[src/rtl/misc_v_pkg.sv]
// Shared constants and types for the instruction-fetch / load-store memory arbiter.
package misc_v_pkg;

  localparam int unsigned DATA_W     = 16;
  localparam int unsigned ADDR_W     = 16;
  localparam int unsigned STARVE_MAX = 3;
  localparam int unsigned RD_LATENCY = 3;

  typedef enum logic {
    OwnerIf = 1'b0,
    OwnerLs = 1'b1
  } owner_e;

  // Counter width able to hold 0..max_val, never narrower than one bit.
  function automatic int unsigned cnt_width(input int unsigned max_val);
    return (max_val > 0) ? $clog2(max_val + 1) : 1;
  endfunction

endpackage

[src/rtl/mem_arbiter_if.sv]
// Client ports (fetch, load/store) and single-port memory drive of the arbiter.
interface mem_arbiter_if #(
  parameter int unsigned DATA_W = misc_v_pkg::DATA_W,
  parameter int unsigned ADDR_W = misc_v_pkg::ADDR_W
);

  logic              if_req;
  logic [ADDR_W-1:0] if_addr;
  logic              if_gnt;
  logic              if_rvalid;
  logic [DATA_W-1:0] if_rdata;

  logic              ls_req;
  logic              ls_we;
  logic [ADDR_W-1:0] ls_addr;
  logic [DATA_W-1:0] ls_wdata;
  logic              ls_gnt;
  logic              ls_rvalid;
  logic [DATA_W-1:0] ls_rdata;

  logic [ADDR_W-1:0] mem_addr;
  logic [DATA_W-1:0] mem_data;
  logic              mem_w;
  logic              mem_r;
  logic [DATA_W-1:0] mem_q;

  modport slave (
    input  if_req, if_addr, ls_req, ls_we, ls_addr, ls_wdata, mem_q,
    output if_gnt, if_rvalid, if_rdata, ls_gnt, ls_rvalid, ls_rdata,
           mem_addr, mem_data, mem_w, mem_r
  );

  modport master (
    output if_req, if_addr, ls_req, ls_we, ls_addr, ls_wdata, mem_q,
    input  if_gnt, if_rvalid, if_rdata, ls_gnt, ls_rvalid, ls_rdata,
           mem_addr, mem_data, mem_w, mem_r
  );

endinterface

[src/rtl/mem_rd_pipe.sv]
// Carries valid + owner tag of each granted read until memory data is ready to capture.
module mem_rd_pipe
  import misc_v_pkg::*;
(
  input  logic   clk_i,
  input  logic   rst_i,
  input  logic   rd_valid_i,
  input  owner_e owner_i,
  output logic   cap_if_o,
  output logic   cap_ls_o
);

  // Last stage lines up with mem_q; the capture register adds the final cycle.
  localparam int unsigned Stages = RD_LATENCY - 1;

  logic [Stages-1:0] valid_q, valid_d;
  logic [Stages-1:0] owner_q, owner_d;

  always_comb begin
    valid_d    = '0;
    owner_d    = '0;
    valid_d[0] = rd_valid_i;
    owner_d[0] = owner_i;
    for (int unsigned i = 1; i < Stages; i++) begin
      valid_d[i] = valid_q[i-1];
      owner_d[i] = owner_q[i-1];
    end
  end

  always_ff @(posedge clk_i) begin
    if (rst_i) begin
      valid_q <= '0;
      owner_q <= '0;
    end else begin
      valid_q <= valid_d;
      owner_q <= owner_d;
    end
  end

  assign cap_if_o = valid_q[Stages-1] && (owner_q[Stages-1] == OwnerIf);
  assign cap_ls_o = valid_q[Stages-1] && (owner_q[Stages-1] == OwnerLs);

endmodule

[src/rtl/mem_arbiter.sv]
// Two-client single-port memory arbiter: load/store priority with bounded fetch starvation.
module mem_arbiter #(
  parameter int unsigned DATA_W     = misc_v_pkg::DATA_W,
  parameter int unsigned ADDR_W     = misc_v_pkg::ADDR_W,
  parameter int unsigned STARVE_MAX = misc_v_pkg::STARVE_MAX
) (
  input logic           clk,
  input logic           rst,
  mem_arbiter_if.slave  bus_io
);
  import misc_v_pkg::*;

  localparam int unsigned     CntW      = cnt_width(STARVE_MAX);
  localparam logic [CntW-1:0] StarveLim = CntW'(STARVE_MAX);

  logic              if_gnt, ls_gnt;
  logic [CntW-1:0]   starve_cnt_q, starve_cnt_d;
  logic [ADDR_W-1:0] mem_addr_q, mem_addr_d;
  logic [DATA_W-1:0] mem_data_q, mem_data_d;
  logic              mem_w_q, mem_w_d, mem_r_q, mem_r_d;
  logic              if_rvalid_q, ls_rvalid_q;
  logic [DATA_W-1:0] if_rdata_q, if_rdata_d, ls_rdata_q, ls_rdata_d;
  logic              cap_if, cap_ls;
  owner_e            rd_owner;

  always_comb begin
    if_gnt = 1'b0;
    ls_gnt = 1'b0;
    if (!rst) begin
      if (bus_io.if_req && bus_io.ls_req) begin
        if (starve_cnt_q == StarveLim) if_gnt = 1'b1;
        else                           ls_gnt = 1'b1;
      end else begin
        if_gnt = bus_io.if_req;
        ls_gnt = bus_io.ls_req;
      end
    end
  end

  // Fetch losing to load/store is the only way the count grows.
  always_comb begin
    starve_cnt_d = starve_cnt_q;
    if (!bus_io.if_req || if_gnt) begin
      starve_cnt_d = '0;
    end else if (ls_gnt && (starve_cnt_q != StarveLim)) begin
      starve_cnt_d = starve_cnt_q + CntW'(1);
    end
  end

  always_comb begin
    mem_addr_d = mem_addr_q;
    mem_data_d = mem_data_q;
    mem_w_d    = 1'b0;
    mem_r_d    = 1'b0;
    if (ls_gnt) begin
      mem_addr_d = bus_io.ls_addr;
      mem_data_d = bus_io.ls_we ? bus_io.ls_wdata : '0;
      mem_w_d    = bus_io.ls_we;
      mem_r_d    = !bus_io.ls_we;
    end else if (if_gnt) begin
      mem_addr_d = bus_io.if_addr;
      mem_data_d = '0;
      mem_r_d    = 1'b1;
    end
  end

  assign rd_owner = ls_gnt ? OwnerLs : OwnerIf;

  mem_rd_pipe u_rd_pipe (
    .clk_i      (clk),
    .rst_i      (rst),
    .rd_valid_i (mem_r_d),
    .owner_i    (rd_owner),
    .cap_if_o   (cap_if),
    .cap_ls_o   (cap_ls)
  );

  assign if_rdata_d = cap_if ? bus_io.mem_q : if_rdata_q;
  assign ls_rdata_d = cap_ls ? bus_io.mem_q : ls_rdata_q;

  always_ff @(posedge clk) begin
    if (rst) begin
      starve_cnt_q <= '0;
      mem_addr_q   <= '0;
      mem_data_q   <= '0;
      mem_w_q      <= 1'b0;
      mem_r_q      <= 1'b0;
      if_rvalid_q  <= 1'b0;
      ls_rvalid_q  <= 1'b0;
      if_rdata_q   <= '0;
      ls_rdata_q   <= '0;
    end else begin
      starve_cnt_q <= starve_cnt_d;
      mem_addr_q   <= mem_addr_d;
      mem_data_q   <= mem_data_d;
      mem_w_q      <= mem_w_d;
      mem_r_q      <= mem_r_d;
      if_rvalid_q  <= cap_if;
      ls_rvalid_q  <= cap_ls;
      if_rdata_q   <= if_rdata_d;
      ls_rdata_q   <= ls_rdata_d;
    end
  end

  assign bus_io.if_gnt    = if_gnt;
  assign bus_io.ls_gnt    = ls_gnt;
  assign bus_io.if_rvalid = if_rvalid_q;
  assign bus_io.ls_rvalid = ls_rvalid_q;
  assign bus_io.if_rdata  = if_rdata_q;
  assign bus_io.ls_rdata  = ls_rdata_q;
  assign bus_io.mem_addr  = mem_addr_q;
  assign bus_io.mem_data  = mem_data_q;
  assign bus_io.mem_w     = mem_w_q;
  assign bus_io.mem_r     = mem_r_q;

endmodule
[src/flat_wrapper.sv]
// flat-port wrapper written by rule: the top's interface ports become plain ports
module mem_arbiter_flat import misc_v_pkg::*;
#(
  parameter int unsigned DATA_W     = misc_v_pkg::DATA_W,
  parameter int unsigned ADDR_W     = misc_v_pkg::ADDR_W,
  parameter int unsigned STARVE_MAX = misc_v_pkg::STARVE_MAX
)
  (clk, rst, bus_io_if_req, bus_io_if_addr, bus_io_ls_req, bus_io_ls_we, bus_io_ls_addr, bus_io_ls_wdata, bus_io_mem_q, bus_io_if_gnt, bus_io_if_rvalid, bus_io_if_rdata, bus_io_ls_gnt, bus_io_ls_rvalid, bus_io_ls_rdata, bus_io_mem_addr, bus_io_mem_data, bus_io_mem_w, bus_io_mem_r);
  mem_arbiter_if #(.DATA_W(DATA_W), .ADDR_W(ADDR_W)) bus_io_i ();
  input logic clk;
  input logic rst;
  input wire logic [$bits(bus_io_i.if_req)-1:0] bus_io_if_req;
  input wire logic [$bits(bus_io_i.if_addr)-1:0] bus_io_if_addr;
  input wire logic [$bits(bus_io_i.ls_req)-1:0] bus_io_ls_req;
  input wire logic [$bits(bus_io_i.ls_we)-1:0] bus_io_ls_we;
  input wire logic [$bits(bus_io_i.ls_addr)-1:0] bus_io_ls_addr;
  input wire logic [$bits(bus_io_i.ls_wdata)-1:0] bus_io_ls_wdata;
  input wire logic [$bits(bus_io_i.mem_q)-1:0] bus_io_mem_q;
  output wire logic [$bits(bus_io_i.if_gnt)-1:0] bus_io_if_gnt;
  output wire logic [$bits(bus_io_i.if_rvalid)-1:0] bus_io_if_rvalid;
  output wire logic [$bits(bus_io_i.if_rdata)-1:0] bus_io_if_rdata;
  output wire logic [$bits(bus_io_i.ls_gnt)-1:0] bus_io_ls_gnt;
  output wire logic [$bits(bus_io_i.ls_rvalid)-1:0] bus_io_ls_rvalid;
  output wire logic [$bits(bus_io_i.ls_rdata)-1:0] bus_io_ls_rdata;
  output wire logic [$bits(bus_io_i.mem_addr)-1:0] bus_io_mem_addr;
  output wire logic [$bits(bus_io_i.mem_data)-1:0] bus_io_mem_data;
  output wire logic [$bits(bus_io_i.mem_w)-1:0] bus_io_mem_w;
  output wire logic [$bits(bus_io_i.mem_r)-1:0] bus_io_mem_r;
  assign bus_io_i.if_req = bus_io_if_req;
  assign bus_io_i.if_addr = bus_io_if_addr;
  assign bus_io_i.ls_req = bus_io_ls_req;
  assign bus_io_i.ls_we = bus_io_ls_we;
  assign bus_io_i.ls_addr = bus_io_ls_addr;
  assign bus_io_i.ls_wdata = bus_io_ls_wdata;
  assign bus_io_i.mem_q = bus_io_mem_q;
  assign bus_io_if_gnt = bus_io_i.if_gnt;
  assign bus_io_if_rvalid = bus_io_i.if_rvalid;
  assign bus_io_if_rdata = bus_io_i.if_rdata;
  assign bus_io_ls_gnt = bus_io_i.ls_gnt;
  assign bus_io_ls_rvalid = bus_io_i.ls_rvalid;
  assign bus_io_ls_rdata = bus_io_i.ls_rdata;
  assign bus_io_mem_addr = bus_io_i.mem_addr;
  assign bus_io_mem_data = bus_io_i.mem_data;
  assign bus_io_mem_w = bus_io_i.mem_w;
  assign bus_io_mem_r = bus_io_i.mem_r;
  mem_arbiter #(.DATA_W(DATA_W), .ADDR_W(ADDR_W), .STARVE_MAX(STARVE_MAX)) u_core (.clk(clk), .rst(rst), .bus_io(bus_io_i));
endmodule
[config.mk]
export PLATFORM = sky130hd
export DESIGN_NAME = mem_arbiter_flat
export DESIGN_NICKNAME = d
export VERILOG_FILES = /design/src/rtl/misc_v_pkg.sv /design/src/rtl/mem_arbiter_if.sv /design/src/rtl/mem_rd_pipe.sv /design/src/rtl/mem_arbiter.sv /design/src/flat_wrapper.sv
export SDC_FILE = /design/constraint.sdc
export NUM_CORES = 1
export LEC_CHECK = 0
export BUFFER_PORTS_ARGS = -buffer_cell sky130_fd_sc_hd__buf_2
export CAP_MARGIN = 40
export CORE_MARGIN = 1.5
export CORE_UTILIZATION = 35
export DETAILED_ROUTE_END_ITERATION = 10
export HOLD_SLACK_MARGIN = 0.12
export PLACE_DENSITY = 0.67
export RECOVER_POWER = 100
export SETUP_SLACK_MARGIN = 0.2
export SLEW_MARGIN = 20
export SYNTH_ARGS = -nofsm -noshare
export SYNTH_HDL_FRONTEND = slang
export SYNTH_SLANG_ARGS = --single-unit
[constraint.sdc]
create_clock -name clk -period 1.37 [get_ports clk]
set_input_delay 0.0685 -clock clk [delete_from_list [all_inputs] [get_ports clk]]
set_output_delay 0.0685 -clock clk [all_outputs]
set_load 0.005 [all_outputs]
==> results of run 1 <==
-- placed cells by master, fill, tap and decap left out, types with 2 or more instances in the layout --
| cell | n |
|---|---|
| a2111oi_1 | 9 |
| a2111oi_2 | 4 |
| a2111oi_4 | 2 |
| a21oi_1 | 32 |
| a221o_1 | 16 |
| a22o_1 | 16 |
| and2_1 | 2 |
| buf_12 | 2 |
| buf_2 | 89 |
| buf_4 | 9 |
| buf_6 | 3 |
| bufinv_16 | 3 |
| clkbuf_1 | 50 |
| clkbuf_2 | 2 |
| clkbuf_8 | 9 |
| dfxtp_1 | 71 |
| dfxtp_2 | 2 |
| dlygate4sd3_1 | 50 |
| inv_1 | 16 |
| nand2_1 | 65 |
| nand2_4 | 2 |
| nor2_1 | 2 |
| nor2b_1 | 5 |
-- registers in the layout, indices dropped and copies added, names as in the netlist --
signal / cells
u_core.bus_io.if_rdata: 16
u_core.bus_io.if_rvalid: 1
u_core.bus_io.ls_rdata: 16
u_core.bus_io.ls_rvalid: 1
u_core.bus_io.mem_addr: 16
u_core.bus_io.mem_data: 16
u_core.bus_io.mem_w: 1
u_core.starve_cnt_q: 2
u_core.u_rd_pipe.owner_q: 2
u_core.u_rd_pipe.valid_q: 2
-- kinds of logic (layout without fill, tap and decap cells) --
kind of cell | Yosys count | in the layout | share of synthesized area
AOI/OAI and AO/OA | 80 | 80 | 0.2297
adders and majority gates | 1 | 1 | 0.004784
buffers and inverters | 40 | 236 | 0.06746
DFF | 73 | 73 | 0.5589
and+or+nand+nor | 84 | 86 | 0.1392
-- final cells by class --
cell class	instances	area, um^2	area share
Tap cell	99	123.9	0.02891
Timing Repair Buffer	204	1281	0.2991
Sequential cell	73	1464	0.3417
Clock buffer	10	127.6	0.02979
Clock inverter	6	115.1	0.02687
Inverter	16	60.06	0.01402
Multi-Input combinational cell	167	1112	0.2596
-- metrics by stage --
step,utilization,area (um^2)
2_1_floorplan,-,2654
3_3_place_gp,0.4744,3441
3_5_place_dp,0.4744,3441
4_1_cts,0.5903,4282
5_1_grt,0.5907,4284
6_report,0.5907,4284
-- critical path, cell delays in order, from the launching register on --
cell and delay [ns]:
dfxtp_2 0.35, ha_4 0.22, nand2_8 0.07, and2_4 0.20
buf_6 0.13, a221o_1 0.33
-- routing by layer --
layer,track usage,vias up
met3,0.06925,15
met4,0.07832,0
li1,-,1368
met5,0,-
met2,0.3424,115
met1,0.2137,1322
-- power by group --
group	total (W)	internal (W)	switching, W
clock network	0.00203	0.00122	0.000806
logic	0.000569	0.000317	0.000252
registers	0.00226	0.00221	0.0000481
total	0.00485	0.00375	0.00111
-- timing repair --
item | CTS | global route
setup endpoints to repair | 35 | 37
gates cloned | 2 | 0
setup buffers | 5 | 1
hold buffers | 50 | 0
hold endpoints to repair | 67 | 0
pin swaps | 8 | 4
gates resized for setup | 9 | 19
-- final timing paths --
| check | start | end | slack (ns) | depth (start not counted) |
|---|---|---|---|---|
| setup / recovery | u_core.starve_cnt_q[0] | u_core.bus_io.mem_addr[7] | -0.03 | 5 |
| hold / removal | bus_io_if_req | u_core.starve_cnt_q[0] | 0.15 | 2 |
| setup reg to reg | u_core.starve_cnt_q[0] | u_core.bus_io.mem_addr[7] | -0.03 | 5 |
| hold reg to reg | u_core.starve_cnt_q[0] | u_core.starve_cnt_q[0] | 0.44 | 1 |
==> flow_metrics.py, run 1 <==
metrics = {
    "detailed_routing": {
        "routedWlPerCell_um": 13.51,
        "drt_iter0_drc": 99,
        "first_pass_iters": 4,
        "vias": 2820,
        "via_per_inst": 4.904,
        "met2_wirelength_mm": 3.791,
        "met3_length_um": 624,
        "antenna_left": 0,
        "routed_wl_mm": 7.769,
        "drc": 0,
        "top_layer": "met4",
        "wl_met1_mm": 3.228,
    },
    "finish": {
        "diodes": 0,
        "final_layout_size_suffix_gt1_frac": 0.2857,
        "fin_cells": 575,
        "nFillCells": 657,
        "nNetsFinal": 541,
        "area_growth_pct": 63.83,
    },
    "power": {
        "powerDensity_nw_per_um2": 1133,
        "p_total_w": 0.004853,
        "power.leakage_nw": 1.811,
        "peakVddDrop_uv": 675.1,
    },
    "timing": {
        "layout_setup_ws_ns": -0.03333,
        "slew_headroom": 0.7052,
        "max_freq_mhz": 712.6,
        "fin_crit_ns": 1.403,
        "tns_ns": -0.1621,
        "rsz0062_at_grt": "true",
        "period_share": 1.024,
        "finClkSkew_ns": 0.01186,
        "drv_slew": 0,
        "holdWs_ns": 0.1479,
        "tightest_slew_ns": 0.4310,
        "setup-violations-final": 11,
        "finalHoldViolCount": 0,
    },
    "clocking": {
        "h-tree-depth": 3,
        "clkTransAtPathRegs_ns": 0.07,
        "tritoncts": "yes",
        "clock_sinks": 73,
        "clk_latency_ns": 0.34,
        "cts-buffers-inserted": 9,
        "cts_root_buffer": "clkbuf_8",
        "clockBufferDepth": 2,
    },
    "grt": {
        "grtUsageTotal": 0.1948,
        "overflow": 0,
        "antenna_found_initial": 0,
        "grt_max_degree": 39,
        "grt_pass1_wl_mm": 11.83,
        "grt_pass1_vias": 2627,
    },
    "placement": {
        "place_congestion": 0.7713,
        "io_buffers": 138,
        "dp_cells": 501,
        "dp_worst_setup_slack_ns": -0.006446,
        "dp_hpwl_mm": 4.620,
    },
    "critical_path": {
        "end_kind": "register",
        "required_ns": 1.59,
        "crit_fanout": 7,
        "crit_arrival_ns": 1.62,
        "cp-start-kind": "register",
        "path_class": "reg -> reg",
    },
    "die": {
        "die_height_um": 89.44,
        "rows": 31,
        "initial_utilization": 0.3605,
        "core_um2": 7253,
        "die-area_um2": 7999,
        "die_w_um": 89.44,
        "boundaryPins": 139,
    },
    "logic_synthesis": {
        "synth_seq_cells": 73,
        "synth_ff_type": "dfxtp_1",
        "ys_top_cells_by_count": "dfxtp_1 (73), nand2_1 (65), a21oi_1 (32)",
        "synth_area_leaders": "dfxtp_1 (56%), nand2_1 (9.3%), a21oi_1 (6.1%), a221o_1 (6.1%), a2111oi_0 (5.4%)",
        "ys_types": 23,
        "synthArstFlopShare": 0,
        "syn_area_um2": 2615,
        "synth_edf_count": 0,
        "synth_top_area_cell": "dfxtp_1",
        "synthCells": 278,
        "yosysWarningCount": 0,
        "yosys.cell_count.top_type": "dfxtp_1",
        "yosysTopAreaCellShare": 0.5589,
        "syn_nets": 348,
        "syn_area_per_cell_um2": 9.407,
        "yosysSeqAreaShare": 0.5589,
    },
    "status": {
        "status": "complete, but fails checks",
        "violations": "negative setup slack",
    },
    "flow_run": {
        "drv_cap": 0,
    },
    "worst_hold_path": {
        "hp-class": "in -> reg",
    },
}
(Power assumes the default switching activity.)
==> run 2, diff against run 1 <==
--- a/config.mk
+++ b/config.mk
@@ -17,4 +17,5 @@
 export SLEW_MARGIN = 20
 export SYNTH_ARGS = -nofsm -noshare
 export SYNTH_HDL_FRONTEND = slang
+export SYNTH_HIERARCHICAL = 1
 export SYNTH_SLANG_ARGS = --single-unit
==> run 2 against run 1 <==
  * The run now ends clean
  * Synthesized cell count shrank 12%
  * Sequential power hardly changed
  * Fmax is 8.8% higher
==> flow_metrics.py, run 2 <==
metrics = {
    "status": {
        "status": "completed",
    },
    "grt": {
        "grt_max_degree": 37,
        "antenna_found_initial": 0,
        "grt_pass1_wl_mm": 11.93,
        "grt_pass1_vias": 2546,
        "overflow": 0,
        "grtUsageTotal": 0.1788,
    },
    "clocking": {
        "h-tree-depth": 3,
        "clkTransAtPathRegs_ns": 0.08,
        "clockBufferDepth": 2,
        "cts-buffers-inserted": 9,
        "cts_root_buffer": "clkbuf_8",
        "clk_latency_ns": 0.34,
        "clock_sinks": 74,
        "tritoncts": "yes",
    },
    "timing": {
        "setup-violations-final": 0,
        "finClkSkew_ns": 0.004364,
        "finalHoldViolCount": 0,
        "drv_slew": 0,
        "max_freq_mhz": 775.1,
        "slew_headroom": 0.7643,
        "fin_crit_ns": 1.290,
        "tightest_slew_ns": 0.3536,
        "rsz0062_at_grt": "true",
        "layout_setup_ws_ns": 0.07980,
        "period_share": 0.9417,
    },
    "critical_path": {
        "ff2ff_setup_slack_ns": 0.08,
        "crit_arrival_ns": 1.22,
        "cp-start-kind": "register",
        "end_kind": "primary output",
        "crit_fanout": 18,
        "timing.rr.end": "u_core/bus_io.mem_addr[14]",
        "required_ns": 1.30,
        "path_class": "reg -> out",
        "reg2regPathDepth": 5,
        "r2r_start": "u_core/starve_cnt_q[0]",
    },
    "logic_synthesis": {
        "synth_area_leaders": "dfxtp_1 (55%), mux2i_1 (12%), a221o_1 (5.9%), a22o_1 (5.2%), nor3b_1 (4.7%)",
        "syn_nets": 314,
        "syn_area_per_cell_um2": 11.10,
        "synthArstFlopShare": 0,
        "synth_ff_type": "dfxtp_1",
        "synthCells": 244,
        "yosysSeqAreaShare": 0.5469,
        "syn_area_um2": 2709,
        "ys_top_cells_by_count": "dfxtp_1 (74), mux2i_1 (32), nor2_1 (32), and3_1 (17), nor3b_1 (17)",
        "synth_seq_cells": 74,
        "ys_types": 25,
        "synth_top_area_cell": "dfxtp_1",
        "yosys.cell_count.top_type": "dfxtp_1",
        "yosysTopAreaCellShare": 0.5469,
        "synth_edf_count": 0,
        "yosysWarningCount": 6,
    },
    "die": {
        "die_w_um": 90.98,
        "core_um2": 7370,
        "boundaryPins": 139,
        "initial_utilization": 0.3676,
        "rows": 31,
        "die_height_um": 90.98,
        "die-area_um2": 8276,
    },
    "detailed_routing": {
        "first_pass_iters": 4,
        "drc": 0,
        "routedWlPerCell_um": 13.52,
        "vias": 2544,
        "antenna_left": 0,
        "drt_iter0_drc": 56,
        "routed_wl_mm": 7.300,
        "via_per_inst": 4.711,
    },
    "power": {
        "powerDensity_nw_per_um2": 1077,
        "power.leakage_nw": 1.949,
        "peakVddDrop_uv": 420.9,
    },
    "placement": {
        "place_congestion": 0.7483,
        "dp_hpwl_mm": 4.488,
        "dp_worst_setup_slack_ns": 0.07536,
        "dp_cells": 470,
        "post_dp_cell_area_um2": 3586,
        "io_buffers": 138,
    },
    "finish": {
        "area_growth_pct": 61.71,
        "nFillCells": 621,
        "mostFrequentLayoutCells": "buf_2 (108), dfxtp_1 (72), dlygate4sd3_1 (51), nor2_1 (32), mux2i_1 (31)",
        "diodes": 0,
        "fin_cells": 540,
        "final_layout_size_suffix_gt1_frac": 0.3469,
        "finalInstanceArea_um2": 4380,
        "final_common_cell": "buf_2",
        "nNetsFinal": 506,
        "multiInputGateArea_um2": 1189,
        "regArea_um2": 1484,
    },
    "flow_run": {
        "drv_cap": 0,
    },
    "worst_hold_path": {
        "hp-class": "in -> reg",
        "hold_start": "bus_io_if_addr[5]",
        "min_to": "u_core/bus_io.mem_addr[5]",
        "hold_depth": 3,
    },
}
[run 2: cell count changes in the layout (fill, tap and decap cells not counted), sizes merged, moves of 2 or more]
cell | previous run | this run
clkbuf | 61 | 38
clkinv | 1 | 3
a2111oi | 16 | 0
nor2 | 3 | 33
a21oi | 32 | 0
inv | 17 | 3
mux2i | 0 | 32
nand2 | 68 | 2
nor2b | 5 | 8
buf | 103 | 121
and2 | 3 | 1
nor3b | 1 | 17
and3 | 1 | 17
[run 2: area by class of cell]
| cell class | count | area share |
|---|---|---|
| tap | 99 | 0.02828 |
| timing repair buffer | 201 | 0.3091 |
| clock inverter | 7 | 0.02285 |
| multi-input combinational | 149 | 0.2714 |
| sequential | 74 | 0.3388 |
| clock buffer | 9 | 0.02828 |
| inverter | 1 | 0.001428 |
[run 2: cell families (layout without fill, tap and decap cells)]
| kind of cell | after synthesis | count (layout) | share of synthesized area |
|---|---|---|---|
| AOI/OAI and AO/OA | 32 | 32 | 0.1109 |
| adders and majority gates | 1 | 1 | 0.004618 |
| buffers and inverters | 21 | 218 | 0.03972 |
| DFF | 74 | 74 | 0.5469 |
| muxes | 32 | 32 | 0.1182 |
| and+or+nand+nor | 84 | 84 | 0.1797 |
[run 2: worst max-delay path, cell delays in order, from the launching register on]
cell and delay (ns):
dfxtp_2 0.35, ha_4 0.19, nand2_8 0.11, nand2_8 0.09, inv_4 0.04, buf_6 0.10
[run 2: worst max-delay path by stage]
stage / from / end / slack [ns] / cells past startpoint
after detailed placement: u_core/starve_cnt_q[0] / u_core/u_rd_pipe/valid_q[0] / 0.08 / 5
after global placement: u_core/starve_cnt_q[0] / u_core/u_rd_pipe/valid_q[0] / 0.09 / 5
after CTS: u_core/starve_cnt_q[1] / bus_io_if_gnt / 0.06 / 4
after floorplan: u_core/starve_cnt_q[0] / u_core/u_rd_pipe/valid_q[0] / 0.12 / 7
after global routing: u_core/starve_cnt_q[0] / bus_io_if_gnt / -0.01 / 4
final: u_core/starve_cnt_q[0] / bus_io_ls_gnt / 0.08 / 5
[run 2: metrics by stage]
step           hold WS, ns  setup TNS [ns]  power [W]  utilization
3_3_place_gp        0.2854               0   0.002761       0.4866
2_1_floorplan       0.1401               0   0.002527            -
3_5_place_dp        0.2902               0   0.002764       0.4866
4_1_cts             0.1300               0   0.004761       0.5915
6_report            0.1414               0   0.004718       0.5944
5_1_grt             0.1474        -0.01030   0.004939       0.5944
[run 2: timing repair]
| action | in CTS | in global routing |
|---|---|---|
| buffers inserted | 1 | 1 |
| endpoints found under the hold margin | 67 | 0 |
| gates cloned | 0 | 1 |
| resized for setup | 3 | 6 |
| hold buffers | 51 | 0 |
| pin swaps | 1 | 15 |
| setup endpoints to repair | 37 | 37 |
[run 2: power by group]
part           total [W]  internal [W]  leakage (nW)  switching (W)
clock network    0.00188       0.00104         0.114       0.000835
registers        0.00228       0.00223         0.605      0.0000431
logic           0.000566      0.000345          1.23       0.000221
[run 2: routing by layer]
layer / vias up / wire length (um) / track usage
met1: 1167 / 3358 / 0.2209
met3: 9 / 475 / 0.04439
met2: 109 / 3366 / 0.2948
li1: 1259 / - / -
met4: 0 / 99 / 0.07552
met5: - / 0 / 0
